--- src/rtl/c_fp_pkg.sv ---
// c_fp_pkg: shared single-precision field widths, multiplier sizing, product layout and FSM states
package c_fp_pkg;

    localparam int C_BIAS   = 127;
    localparam int C_MANT_W = 24;
    localparam int EXP_W    = 8;
    localparam int FRAC_W   = 23;
    localparam int SIGN_BIT = 31;
    localparam int CNT_W    = 5;
    localparam int ACC_W    = 2 * C_MANT_W;
    // {2'b00, ma*mb, 1'b0}: leading one lands at bit 48 or 47
    localparam int PROD_W   = ACC_W + 3;

    typedef enum logic [1:0] {
        S_IDLE,
        S_UNPACK,
        S_MULT,
        S_DONE
    } state_e;

endpackage

--- src/rtl/c_exp_adder.sv ---
// c_exp_adder: combinational exponent add, bias subtract and clamp to the 9-bit result range
module c_exp_adder
    import c_fp_pkg::*;
#(
    parameter int BIAS = C_BIAS
) (
    input  logic [EXP_W-1:0] ea_i,
    input  logic [EXP_W-1:0] eb_i,
    output logic [EXP_W:0]   exp_o
);

    logic signed [9:0] sum;

    assign sum   = $signed({2'b00, ea_i}) + $signed({2'b00, eb_i}) - $signed(10'(BIAS));
    // a 10-bit signed sum tops out at 511, so only the negative side needs clamping
    assign exp_o = sum[9] ? '0 : sum[8:0];

endmodule

--- src/rtl/c_mant_multiplier.sv ---
// c_mant_multiplier: sequential shift-add mantissa multiplier with sign/exponent unpack;
// define C_MULT_ZERO_BYPASS_EN to skip the multiply loop when an operand is zero
module c_mant_multiplier
    import c_fp_pkg::*;
#(
    parameter int BIAS   = C_BIAS,
    parameter int MANT_W = C_MANT_W
) (
    input  logic              clk,
    input  logic              rst_n,
    input  logic              start,
    input  logic [31:0]       a,
    input  logic [31:0]       b,
    output logic              busy,
    output logic              done,
    output logic              sign,
    output logic [PROD_W-1:0] product,
    output logic [EXP_W:0]    new_exponent
);

    state_e              state_q, state_d;
    logic [31:0]         a_q, a_d, b_q, b_d;
    logic [ACC_W-1:0]    acc_q, acc_d;
    logic [CNT_W-1:0]    cnt_q, cnt_d;
    logic                sgn_q, sgn_d, zero_q, zero_d, done_q, done_d, sign_q, sign_d;
    logic [EXP_W:0]      exp_q, exp_d, nexp_q, nexp_d, exp_sum;
    logic [PROD_W-1:0]   prod_q, prod_d;
    logic [C_MANT_W-1:0] mb;
    logic [C_MANT_W:0]   sum;
    logic                zero_op;

    c_exp_adder #(.BIAS(BIAS)) u_exp (
        .ea_i  (a_q[FRAC_W+:EXP_W]),
        .eb_i  (b_q[FRAC_W+:EXP_W]),
        .exp_o (exp_sum)
    );

    assign mb      = {1'b1, b_q[FRAC_W-1:0]};
    assign zero_op = (a_q[FRAC_W+:EXP_W] == '0) || (b_q[FRAC_W+:EXP_W] == '0);
    // accumulator upper half plus multiplicand when the multiplier LSB (held in the lower half) is set
    assign sum     = {1'b0, acc_q[ACC_W-1:C_MANT_W]} + (acc_q[0] ? {1'b0, mb} : '0);

    assign busy         = state_q != S_IDLE;
    assign done         = done_q;
    assign sign         = sign_q;
    assign product      = prod_q;
    assign new_exponent = nexp_q;

    // next-state and datapath: multiplier bits shift out of the accumulator's low half as the product fills in
    always_comb begin
        state_d = state_q;
        a_d     = a_q;
        b_d     = b_q;
        acc_d   = acc_q;
        cnt_d   = cnt_q;
        sgn_d   = sgn_q;
        exp_d   = exp_q;
        zero_d  = zero_q;
        done_d  = 1'b0;
        sign_d  = sign_q;
        prod_d  = prod_q;
        nexp_d  = nexp_q;
        case (state_q)
            S_IDLE: begin
                if (start && !done_q) begin
                    state_d = S_UNPACK;
                    a_d     = a;
                    b_d     = b;
                end
            end
            S_UNPACK: begin
                acc_d  = {{C_MANT_W{1'b0}}, 1'b1, a_q[FRAC_W-1:0]};
                cnt_d  = '0;
                sgn_d  = a_q[SIGN_BIT] ^ b_q[SIGN_BIT];
                exp_d  = exp_sum;
                zero_d = zero_op;
`ifdef C_MULT_ZERO_BYPASS_EN
                state_d = zero_op ? S_DONE : S_MULT;
`else
                state_d = S_MULT;
`endif
            end
            S_MULT: begin
                acc_d   = {sum, acc_q[C_MANT_W-1:1]};
                cnt_d   = cnt_q + 1'b1;
                state_d = (cnt_q == CNT_W'(MANT_W - 1)) ? S_DONE : S_MULT;
            end
            S_DONE: begin
                done_d  = 1'b1;
                sign_d  = sgn_q;
                prod_d  = zero_q ? '0 : {2'b00, acc_q, 1'b0};
                nexp_d  = zero_q ? '0 : exp_q;
                state_d = S_IDLE;
            end
            default: state_d = S_IDLE;
        endcase
    end

    // state and result registers; reset aborts any operation in flight
    always_ff @(posedge clk or negedge rst_n) begin
        if (!rst_n) begin
            state_q <= S_IDLE;
            a_q     <= '0;
            b_q     <= '0;
            acc_q   <= '0;
            cnt_q   <= '0;
            sgn_q   <= 1'b0;
            exp_q   <= '0;
            zero_q  <= 1'b0;
            done_q  <= 1'b0;
            sign_q  <= 1'b0;
            prod_q  <= '0;
            nexp_q  <= '0;
        end else begin
            state_q <= state_d;
            a_q     <= a_d;
            b_q     <= b_d;
            acc_q   <= acc_d;
            cnt_q   <= cnt_d;
            sgn_q   <= sgn_d;
            exp_q   <= exp_d;
            zero_q  <= zero_d;
            done_q  <= done_d;
            sign_q  <= sign_d;
            prod_q  <= prod_d;
            nexp_q  <= nexp_d;
        end
    end

endmodule

--- config.mk ---
export PLATFORM = sky130hd
export DESIGN_NAME = c_mant_multiplier
export DESIGN_NICKNAME = d
export VERILOG_FILES = /design/src/rtl/c_fp_pkg.sv /design/src/rtl/c_exp_adder.sv /design/src/rtl/c_mant_multiplier.sv
export SDC_FILE = /design/constraint.sdc
export NUM_CORES = 1
export LEC_CHECK = 0
export CORE_ASPECT_RATIO = 0.6
export CORE_MARGIN = 1
export CORE_UTILIZATION = 55
export CTS_CLUSTER_DIAMETER = 120
export DETAILED_ROUTE_END_ITERATION = 7
export PLACE_DENSITY = 0.8
export SETUP_SLACK_MARGIN = 0.1
export SYNTH_ARGS = -nofsm -noshare
export SYNTH_HDL_FRONTEND = slang
export SYNTH_HIERARCHICAL = 1
export SYNTH_SLANG_ARGS = --single-unit
--- constraint.sdc ---
create_clock -name clk -period 3.6 [get_ports clk]
set_input_delay 0.72 -clock clk [delete_from_list [all_inputs] [get_ports clk]]
set_output_delay 0.72 -clock clk [all_outputs]
set_load 0.05 [all_outputs]
# [Word level (Yosys, flattened, before mapping)]
# Cells that the tools add are included.
[totals] reg_bits=192 inputBits=67 out_inout_bits=63 elab_cells=41
[op_classes] n_addsub=4 n_eq_ne=5 muxes=10 n_bitwise=1 n_reduce_logical=9
[op_table] cell="$pmux 48 s2" count=1
[op_table] cell="$mux 49" count=1
[op_table] cell="$add 24x24->25" count=1
[op_table] cell="$mux 24" count=1
[op_table] cell="$mux 9" count=2
[op_table] cell="$logic_not 8->1" count=2
[op_table] cell="$pmux 5 s2" count=1
[op_table] cell="$sub 10x8->10 const B" count=1
[op_table] cell="$add 8x8->9" count=1
[op_table] cell="$pmux 2 s4" count=1
[op_table] cell="$add 5x1->5 const B" count=1
[op_table] cell="$eq 5x5->1 const B" count=1
[op_table] cell="$eq 2x2->1 const B" count=2
[op_table] cell="$reduce_bool 2->1" count=2
[op_table] cell="$eq 2x1->1 const B" count=1
[op_table] cell="$logic_not 2->1" count=1
[op_table] cell="$mux 1" count=2
[op_table] cell="$mux 2" count=1
[op_table] cell="$ne 2x2->1 const B" count=1
[op_table] cell="$reduce_and 2->1" count=1
[op_table] cell="$logic_and 1x1->1" count=1
[op_table] cell="$logic_not 1->1" count=1
[op_table] cell="$logic_or 1x1->1" count=1
[op_table] cell="$xor 1x1->1" count=1

# [Depth between registers and ports, before layout]
# Gate-level depths: netlist of the first run.
[logic_depth] depth_word=4 mapped_depth=11 ltp_nobuf=11

# [By module]
# The synthesis of the first run kept the hierarchy.
[by_module_without_submodules] module="c_mant_multiplier" instances=1 cells_each=838 area_per_inst_um2=9004.9 seq_area_each_um2=4729.5
[by_module_without_submodules] module="c_exp_adder" instances=1 cells_each=60 area_per_inst_um2=496.7 seq_area_each_um2=0.0

# [Worst setup path before layout of the first run]
# Ideal clock, no wire load.
[synth_timing] kind="reg-to-reg" from="reg acc_q[0]" to="reg acc_q[47]" setup_ps=73 arrival_ps=2501 t_required_ps=3527 slack_ps=1026 path_stages_with_launch=11 path_buffers=1 synth_period_minus_slack_ps=2574 cell_sequence="dfrtp_1 > clkbuf_1 > and2_1 > ha_1 > nand2_2 > or3_1 > or3_4 > o221ai_4 > o21ai_2 > o2111a_1 > a21oi_2"
[synth_between] elab_chain_len=3
[synth_rtl] element="start: declaration" line="c_mant_multiplier.sv:23" text="logic [ACC_W-1:0] acc_q, acc_d;"
[synth_rtl] element="start signal: assignment" line="c_mant_multiplier.sv:105" text="acc_q <= '0;"
[synth_rtl] element="start signal: assignment" line="c_mant_multiplier.sv:118" text="acc_q <= acc_d;"
[synth_rtl] element="$mux 24" line="c_mant_multiplier.sv:41" text="assign sum = {1'b0, acc_q[ACC_W-1:C_MANT_W]} + (acc_q[0] ? {1'b0, mb} : '0);"
[synth_rtl] element="$add 24x24->25" line="c_mant_multiplier.sv:41"
[synth_rtl] element="$pmux 48 s2" line="c_mant_multiplier.sv:63" text="case (state_q)"
# No other way between the ends.
# A chain may end at the register's enable or synchronous reset.

# [Worst setup path after layout of the first run]
[layout_timing] from="reg acc_q[0]" to="reg acc_q[45]"
# The elaborated chain is that of the path after synthesis.

==> run summary, run 1 <==
CTS clk-pin slew, worst paths: 0.08 ns
wirelength, routed: 20960 um
chip width: 171.7 um
CTS Sinks: 189
Max stage delay on crit path: 0.68 ns
setup TNS: 0 ns
endpoints failing setup: 0
most frequent cells in the layout: dfrtp_1, clkdlybuf4s50_1, inv_1
setup repair after global routing missed its margin: false
Setup WS pre-CTS: 0.5822 ns
Pleak: 4.938 nW
via/cell ratio: 5.627
CTS tree: done
die height: 103.8 um
CP Launch Type: flip-flop
first-pass GRT wire length: 34850 um
fin crit share: 83.47%
synth unique cells: 57
Final ANT Viol Nets: 0
Cells after Synth: 898
row count: 36
ant diodes: 0
Top-Level Pins: 130
Pins Over Slew Limit: 0
top_reg_cell synth: dfrtp_1
top post-synthesis cells by area: dfrtp_1, mux2_2, ha_1
WP data arrival: 3.29 ns
largest net degree at the start of global routing: 88
FF/Latch Area: 4730 sq um
sequential fraction of the synthesis area: 49.78%
initial antenna violation count: 0
Yosys top cell by area: dfrtp_1
CTS resizes: 0
clk root buf: clkbuf_16
post-placement cell area: 10970 sq um
area of the multi-input gates: 4229 sq um
DP Cell Count: 1215
Yosys Warn Count: 6
commonest non-fill, non-tap cell in the layout: dfrtp_1
Power Density: 1065 nW/um^2
share of cells above drive strength 1: 13.35%
Final min period: 3.005 ns
drt first pass iters: 5
Final nets: 1119
P&R area growth vs syn: 21.91%
register bit total from synthesis: 189
die area: 17820 sq um
Layout Cells excl Fill: 1247
H-tree Lvls: 4
DPL Wire Length: 13960 um
fraction of registers with async set/reset: 100.0%
final clock skew: 0.01460 ns
FMAX: 0.3328 GHz
DR WL/cell: 16.81 um
GRT overflow: 0
port buffer count: 126
clk_lat worst skew: 0.44 ns
Synth top area share: 49.78%
vias post-DR: 7017
initial DRC count: 586
GRT Resource Usage Total: 24.88%
CP Cell Sequence: and2_1 > ha_1 > inv_1 > fa_1 > nor2b_1 > nor3_1 > o31a_1 > o221ai_4 > a31oi_1 > xor2_1 > o22ai_1
final hold violations: 0
Num CTS Buffers: 17
Clock Tree Buf Depth: 2
crit end category: flip-flop
Post-route DRC: 0
Slowest-stage cell, CP: dfrtp_1
relative slew slack: 40.19%
WP data required: 3.88 ns
Max FO, Critical Path: 19
core area: 16580 sq um
syn_area_per_cell: 10.58 sq um
synthesized area: 9502 sq um
Max Cap Viol: 0
RePlAce Congestion: 0.9555
Post-synth EDFFs: 0
fillers: 1229
outcome: finished, final reports clean
Worst Hold Class: input port to async pin
post-route cell area: 11580 sq um
hold_buf cts: 0
Crit Path Class: flip-flop to flip-flop
setup bufs post-CTS: 0
vias in the first global route: 6819
Initial Util: 57.32%
Worst Max-Slew Pin Slew: 0.8972 ns
setup ws final: 0.5949 ns
worst ir drop on vdd: 0.6954 mV
[synthesized netlist by cell type, types with 6 or more instances]
cell type and number:
dfrtp_1 189, inv_1 101, o21ai_0 81, mux2_2 74, nand3b_1 58, a21oi_1 46
ha_1 44, nor2_1 41, clkbuf_1 39, mux2i_1 27, nand2_1 27, and2_1 22
o22ai_1 19, xor2_1 12, xnor2_1 11, nand3_1 9, a211oi_1 7, a31oi_1 7
nor2b_1 7, buf_1 6, nor3_1 6, nor4_1 6
[state kept, by name, indices dropped and copies added, names as in the netlist]
register / flops
exp_q: 9
done: 1
b_q: 32
sign: 1
product: 48
state_q: 2
a_q: 32
new_exponent: 9
acc_q: 48
zero_q: 1
cnt_q: 5
sgn_q: 1
[layout make-up]
cell class,count,share of cell area (%)
Multi-Input combinational cell,562,36.51
Clock buffer,17,3.673
Timing Repair Buffer,135,11.61
Clock inverter,15,1.642
Sequential cell,189,40.83
Inverter,101,3.273
Tap cell,228,2.463
[metrics by stage]
stage	hold slack [ns]	total power (W)	util (%)
final	0.2945	0.01233	69.88
after detailed placement	0.4891	0.01036	66.17
after global routing	0.3474	0.01316	69.88
after global placement	0.4838	0.01015	66.17
after CTS	0.3229	0.01235	69.88
after floorplan	0.4244	0.008576	-
[where the power goes]
part	total, W	leakage, nW	internal (W)	switching (W)
Combinational	0.00664	2.29	0.00269	0.00395
Clock	0.00190	0.294	0.000948	0.000953
Sequential	0.00379	2.35	0.00312	0.000676
[cells by family after synthesis]
| family | synth area share (%) |
|---|---|
| simple gates | 11.89 |
| compound gates | 12.34 |
| flops | 49.78 |
| buf+inv | 6.005 |
| mux | 11.61 |
| fa+ha+maj | 6.215 |
| xor+xnor | 2.120 |
| other cells | 0.03947 |
[path summary, 6_finish.rpt]
kind / startpoint / endpoint / slack (ns) / depth (start not counted)
worst min-delay path: rst_n / new_exponent[2] / 0.29 / 1
max in group asynchronous: rst_n / acc_q[28] / 2.42 / 2
worst max-delay path: acc_q[0] / acc_q[45] / 0.59 / 11
worst max register to register: acc_q[0] / acc_q[45] / 0.59 / 11
min in group clk: a_q[0] / a_q[0] / 0.51 / 1
worst min register to register: a_q[0] / a_q[0] / 0.51 / 1
[critical path: cells and delay by family (launching register included)]
family          cells  cell delay (ns)
compound gates      4             0.90
buf+inv             1             0.06
fa+ha+maj           2             0.56
simple gates        3             0.49
xor+xnor            1             0.17
flops               1             0.68
[routing by layer]
metal,GRT usage (%),vias up,part of all wire [%]
li1,-,3330,-
met1,38.08,3438,49
met2,36.26,230,44
met3,4.624,19,6.0
met4,6.059,0,0.86
met5,0,-,0
Power figures use the tool's default switching activity.
==> run 2, diff against run 1 <==
CORE_UTILIZATION = 50   (was 55)
PLACE_DENSITY = 0.77   (was 0.8)
clock period = 2.55 ns   (was 3.6 ns; I/O delays follow)
==> run 2 against run 1 <==
Compared with the run above: the run now ends with design-rule violations, negative setup slack left; critical endpoint is now acc_q[38]; clock skew down 0.0024 ns; largest cell class unchanged; first-iteration DRC count down 28%; cell count up 4.7%; global-route usage down 1.6 points; via count up 1.1%; sequential share of layout area down 2.2 points; utilization down 3.2 points; register-to-register slack worse by 0.70 ns; die area up 9.8%; hold slack worse by 0.23 ns.
==> run summary, run 2 (synthesis gave the netlist of run 1 again) <==
outcome: finished with violations
failing checks: design-rule violations, negative setup slack
drt first pass iters: 7
Buf/Inv on CP: 3
via/cell ratio: 5.433
core area: 18350 sq um
R2R depth: 10
die height: 108.8 um
worst ir drop on vdd: 1.015 mV
largest net degree at the start of global routing: 87
share of cells above drive strength 1: 20.54%
gr busiest metal: met2
Num CTS Buffers: 17
Final min period: 2.653 ns
DPL Wire Length: 14590 um
Slowest-stage cell, CP: or4_2
Top-Level Pins: 130
final core occ: 66.67%
CP Launch Type: flip-flop
GR Util met1: 33.91%
Max stage delay on crit path: 0.67 ns
Max FO, Critical Path: 14
M2 GR Usage: 35.49%
clk root buf: clkbuf_16
Setup WS pre-CTS: -0.09171 ns
Worst Max-Slew Pin Slew: 0.5859 ns
WP depth: 10
H-tree Lvls: 4
setup repair after global routing missed its margin: true
CTS tree: done
Power Density: 1503 nW/um^2
Clock Tree Buf Depth: 2
vias post-DR: 7095
most frequent CP cell: buf_4
Initial Util: 51.77%
hold_buf cts: 0
crit end category: flip-flop
Post-route DRC: 5
Crit Path Class: flip-flop to flip-flop
WP data required: 2.84 ns
initial DRC count: 421
Pins Over Slew Limit: 0
fin crit share: 104.0%
Max Cap Viol: 0
DR WL/cell: 16.61 um
power consumption: 0.01839 W
chip width: 180.0 um
endpoints failing setup: 9
wirelength, routed: 21690 um
row count: 38
ant diodes: 0
commonest non-fill, non-tap cell in the layout: dfrtp_1
relative slew slack: 60.82%
port buffer count: 126
FMAX: 0.3770 GHz
GRT Resource Usage Total: 23.28%
setup ws final: -0.1025 ns
final clock skew: 0.01224 ns
vias in the first global route: 7030
clk_lat worst skew: 0.43 ns
most frequent cells in the layout: dfrtp_1, clkdlybuf4s50_1, inv_1
RePlAce Congestion: 0.9321
met3 Usage GRT: 5.110%
P&R area growth vs syn: 28.77%
WP data arrival: 2.95 ns
initial antenna violation count: 0
Pleak: 5.186 nW
die area: 19580 sq um
Final ANT Viol Nets: 0
CP Cell Sequence: buf_12 > and2_1 > ha_4 > nand2_1 > or4_2 > o211ai_1 > buf_4 > buf_4 > xnor2_2 > o22ai_1
Worst Hold Class: input port to async pin
setup TNS: -0.3834 ns
CTS Sinks: 189
Crit path max-delay family: simple AND/OR/NAND/NOR gates
Final nets: 1166
GRT overflow: 0
final hold violations: 0
first-pass GRT wire length: 36010 um
CTS clk-pin slew, worst paths: 0.07 ns
==> run 2: cell types whose count changed in the layout (fill, tap and decap cells not counted), moves of 4 or more <==
cell	delta
ha_4	+11
ha_2	+4
ha_1	-15
clkinv_8	-6
buf_4	+42
==> run 2: report_power, final <==
group / internal, W / total (W) / switching [W]
Sequential: 0.00440 / 0.00538 / 0.000981
Combinational: 0.00452 / 0.0103 / 0.00582
Clock: 0.00139 / 0.00266 / 0.00127
==> run 2: repair_timing <==
item,CTS,global route
gates cloned,0,0
endpoints found under the setup margin,21,25
gates resized for setup,16,22
buffers inserted,7,1
pin swaps,5,8
==> run 2: final cells by class <==
cell class	count	area (sq um)
inverters	101	379.1
clock buffers	18	429.2
multi-input cells	562	4506
repair buffers	182	1744
well taps	240	300.3
flip-flops and latches	189	4730
clock inverters	14	147.6
fillers	1382	6117
==> run 2: per-layer routing <==
| layer | wire (um) | share of wire (%) |
|---|---|---|
| met1 | 10890 | 50 |
| met2 | 9617 | 44 |
| met3 | 1013 | 4.7 |
| met4 | 163 | 0.75 |
| met5 | 0 | 0 |
==> run 2: worst paths after layout <==
| kind | start | end | slack, ns |
|---|---|---|---|
| setup / recovery | acc_q[0] | acc_q[38] | -0.10 |
| hold / removal | rst_n | product[36] | 0.07 |
| setup reg to reg | acc_q[0] | acc_q[38] | -0.10 |
| hold reg to reg | exp_q[6] | new_exponent[6] | 0.51 |
| max in group asynchronous | rst_n | new_exponent[7] | 1.78 |
| min in group clk | exp_q[6] | new_exponent[6] | 0.51 |
==> run 2: metrics by stage <==
stage               cells  cell area [sq um]  hold WS (ns)
floorplan             900               9617        0.2144
global placement     1266              11420        0.4823
detailed placement   1266              11420        0.4857
CTS                  1305              12140       0.07194
global route         1306              12240       0.09188
finish               1306              12240       0.06678
==> run 3, diff against run 2 <==
CORE_UTILIZATION = 55   (was 50)
PLACE_DENSITY = 0.82   (was 0.77)
clock period = 3.1 ns   (was 2.55 ns; I/O delays follow)
==> run 3 against run 2 <==
Compared with the run above: the run now ends clean; critical path depth is 1 higher; design area down 5.2%; sequential share of layout area increased by 2.1 points; clock-buffer cell count increased by 1; via count decreased by 1.7%; clock power fell by 20%; sequential power fell by 17%; critical endpoint is now acc_q[41]; largest power group unchanged.
==> run summary, run 3 (synthesis gave the netlist of run 1 again) <==
outcome: finished, final reports clean
WP data required: 3.39 ns
Initial Util: 57.32%
die area: 17820 sq um
first-pass GRT wire length: 35950 um
post-route cell area: 11600 sq um
clk root buf: clkbuf_16
largest net degree at the start of global routing: 84
relative slew slack: 47.09%
port buffer count: 126
chip width: 171.7 um
Final ANT Viol Nets: 0
worst ir drop on vdd: 0.7894 mV
CTS clk-pin slew, worst paths: 0.07 ns
Slowest-stage cell, CP: dfrtp_2
initial antenna violation count: 0
fillers: 1250
Clock Tree Buf Depth: 2
Final nets: 1124
post-placement cell area: 11020 sq um
Max stage delay on crit path: 0.53 ns
setup ws final: 0.2811 ns
vias post-DR: 6977
setup bufs post-CTS: 0
clk_lat worst skew: 0.43 ns
flop2flop setup slack: 0.28 ns
Pleak: 4.944 nW
area of the multi-input gates: 4229 sq um
Max Cap Viol: 0
FF/Latch Area: 4731 sq um
initial DRC count: 516
WP data arrival: 3.11 ns
endpoints failing setup: 0
Worst Hold Class: input port to async pin
final clock skew: 0.01105 ns
Num CTS Buffers: 17
via/cell ratio: 5.573
ant diodes: 0
Worst Max-Slew Pin Slew: 0.7937 ns
final hold violations: 0
Max FO, Critical Path: 16
r2r endpoint: acc_q[41]
drt first pass iters: 5
DR WL/cell: 17.08 um
crit end category: flip-flop
Crit Path Class: flip-flop to flip-flop
commonest non-fill, non-tap cell in the layout: dfrtp_1
core area: 16580 sq um
setup TNS: 0 ns
Post-route DRC: 0
CP Cell Sequence: and2_1 > ha_1 > inv_1 > fa_1 > nor2b_1 > nor3_1 > o31a_1 > o221ai_4 > a41oi_2 > xor2_1 > o22ai_1
R2R depth: 11
final core occ: 70.00%
share of cells above drive strength 1: 13.87%
CTS tree: done
FMAX: 0.3548 GHz
Crit Reg-Reg Startpoint: acc_q[0]
Setup WS pre-CTS: 0.1705 ns
vias in the first global route: 7016
fin crit share: 90.93%
Final min period: 2.819 ns
GRT Resource Usage Total: 25.83%
CTS Sinks: 189
wirelength, routed: 21390 um
most frequent cells in the layout: dfrtp_1, clkdlybuf4s50_1, inv_1
die height: 103.8 um
DPL Wire Length: 14960 um
Pins Over Slew Limit: 0
Power Density: 1241 nW/um^2
GRT overflow: 0
row count: 36
Top-Level Pins: 130
P&R area growth vs syn: 22.12%
RePlAce Congestion: 0.9439
CP Launch Type: flip-flop
H-tree Lvls: 4
setup repair after global routing missed its margin: false
==> run 3: changes by cell type in the layout (fill, tap and decap cells not counted), sizes merged <==
cell | before | now
bufinv | 1 | 0
clkbuf | 19 | 20
clkinvlp | 1 | 4
clkinv | 3 | 5
buf | 57 | 14
inv | 110 | 105
clkdlybuf4s50 | 124 | 125
==> run 3: worst max-delay path, delay by kind of cell, from the launching register on <==
kind            cells  cell delay (ns)
fa+ha+maj           2             0.56
compound gates      4             0.95
simple gates        3             0.42
xor+xnor            1             0.17
buf+inv             1             0.07
flops               1             0.53
==> run 3: layout make-up <==
class / instances / area share (%)
Timing Repair Buffer: 140 / 12.02
Multi-Input combinational cell: 562 / 36.45
Clock buffer: 19 / 3.903
Inverter: 101 / 3.267
Tap cell: 228 / 2.458
Sequential cell: 189 / 40.77
Clock inverter: 13 / 1.132
==> run 3: power by group <==
group | total (W) | leakage, nW | internal (W) | switching (W)
clock network | 0.00214 | 0.273 | 0.00111 | 0.00103
logic | 0.00782 | 2.32 | 0.00316 | 0.00466
registers | 0.00444 | 2.35 | 0.00362 | 0.000820
==> run 3: layer usage <==
layer	track usage, %	part of all wire [%]	up-vias
met1	40.50	51	3401
met5	0	0	-
li1	-	-	3339
met3	4.853	5.3	25
met4	7.207	1.4	0
met2	36.12	42	212
==> run 3: metrics by stage <==
step                power, W  hold WS (ns)  instances
finish               0.01440        0.2252       1252
global route         0.01540        0.2591       1252
CTS                  0.01441        0.2479       1252
detailed placement   0.01221        0.4897       1220
global placement     0.01195        0.4839       1220
floorplan           0.009959        0.3244        900
==> run 3: how the worst max path moves through the flow <==
stage                     cells after the start      from        end  slack [ns]
final                                        11  acc_q[0]  acc_q[41]        0.28
after global placement                       11  acc_q[0]  acc_q[47]        0.30
after floorplan                              10  acc_q[0]  acc_q[47]        0.53
after global routing                         11  acc_q[0]  acc_q[43]        0.12
after CTS                                    11  acc_q[0]  acc_q[41]        0.17
after detailed placement                     11  acc_q[0]  acc_q[47]        0.17
==> run 3: timing repair <==
action                     4_1_cts  5_1_grt
hold buffers                     0        0
gates resized for setup          0        1
setup endpoints to repair        0       11
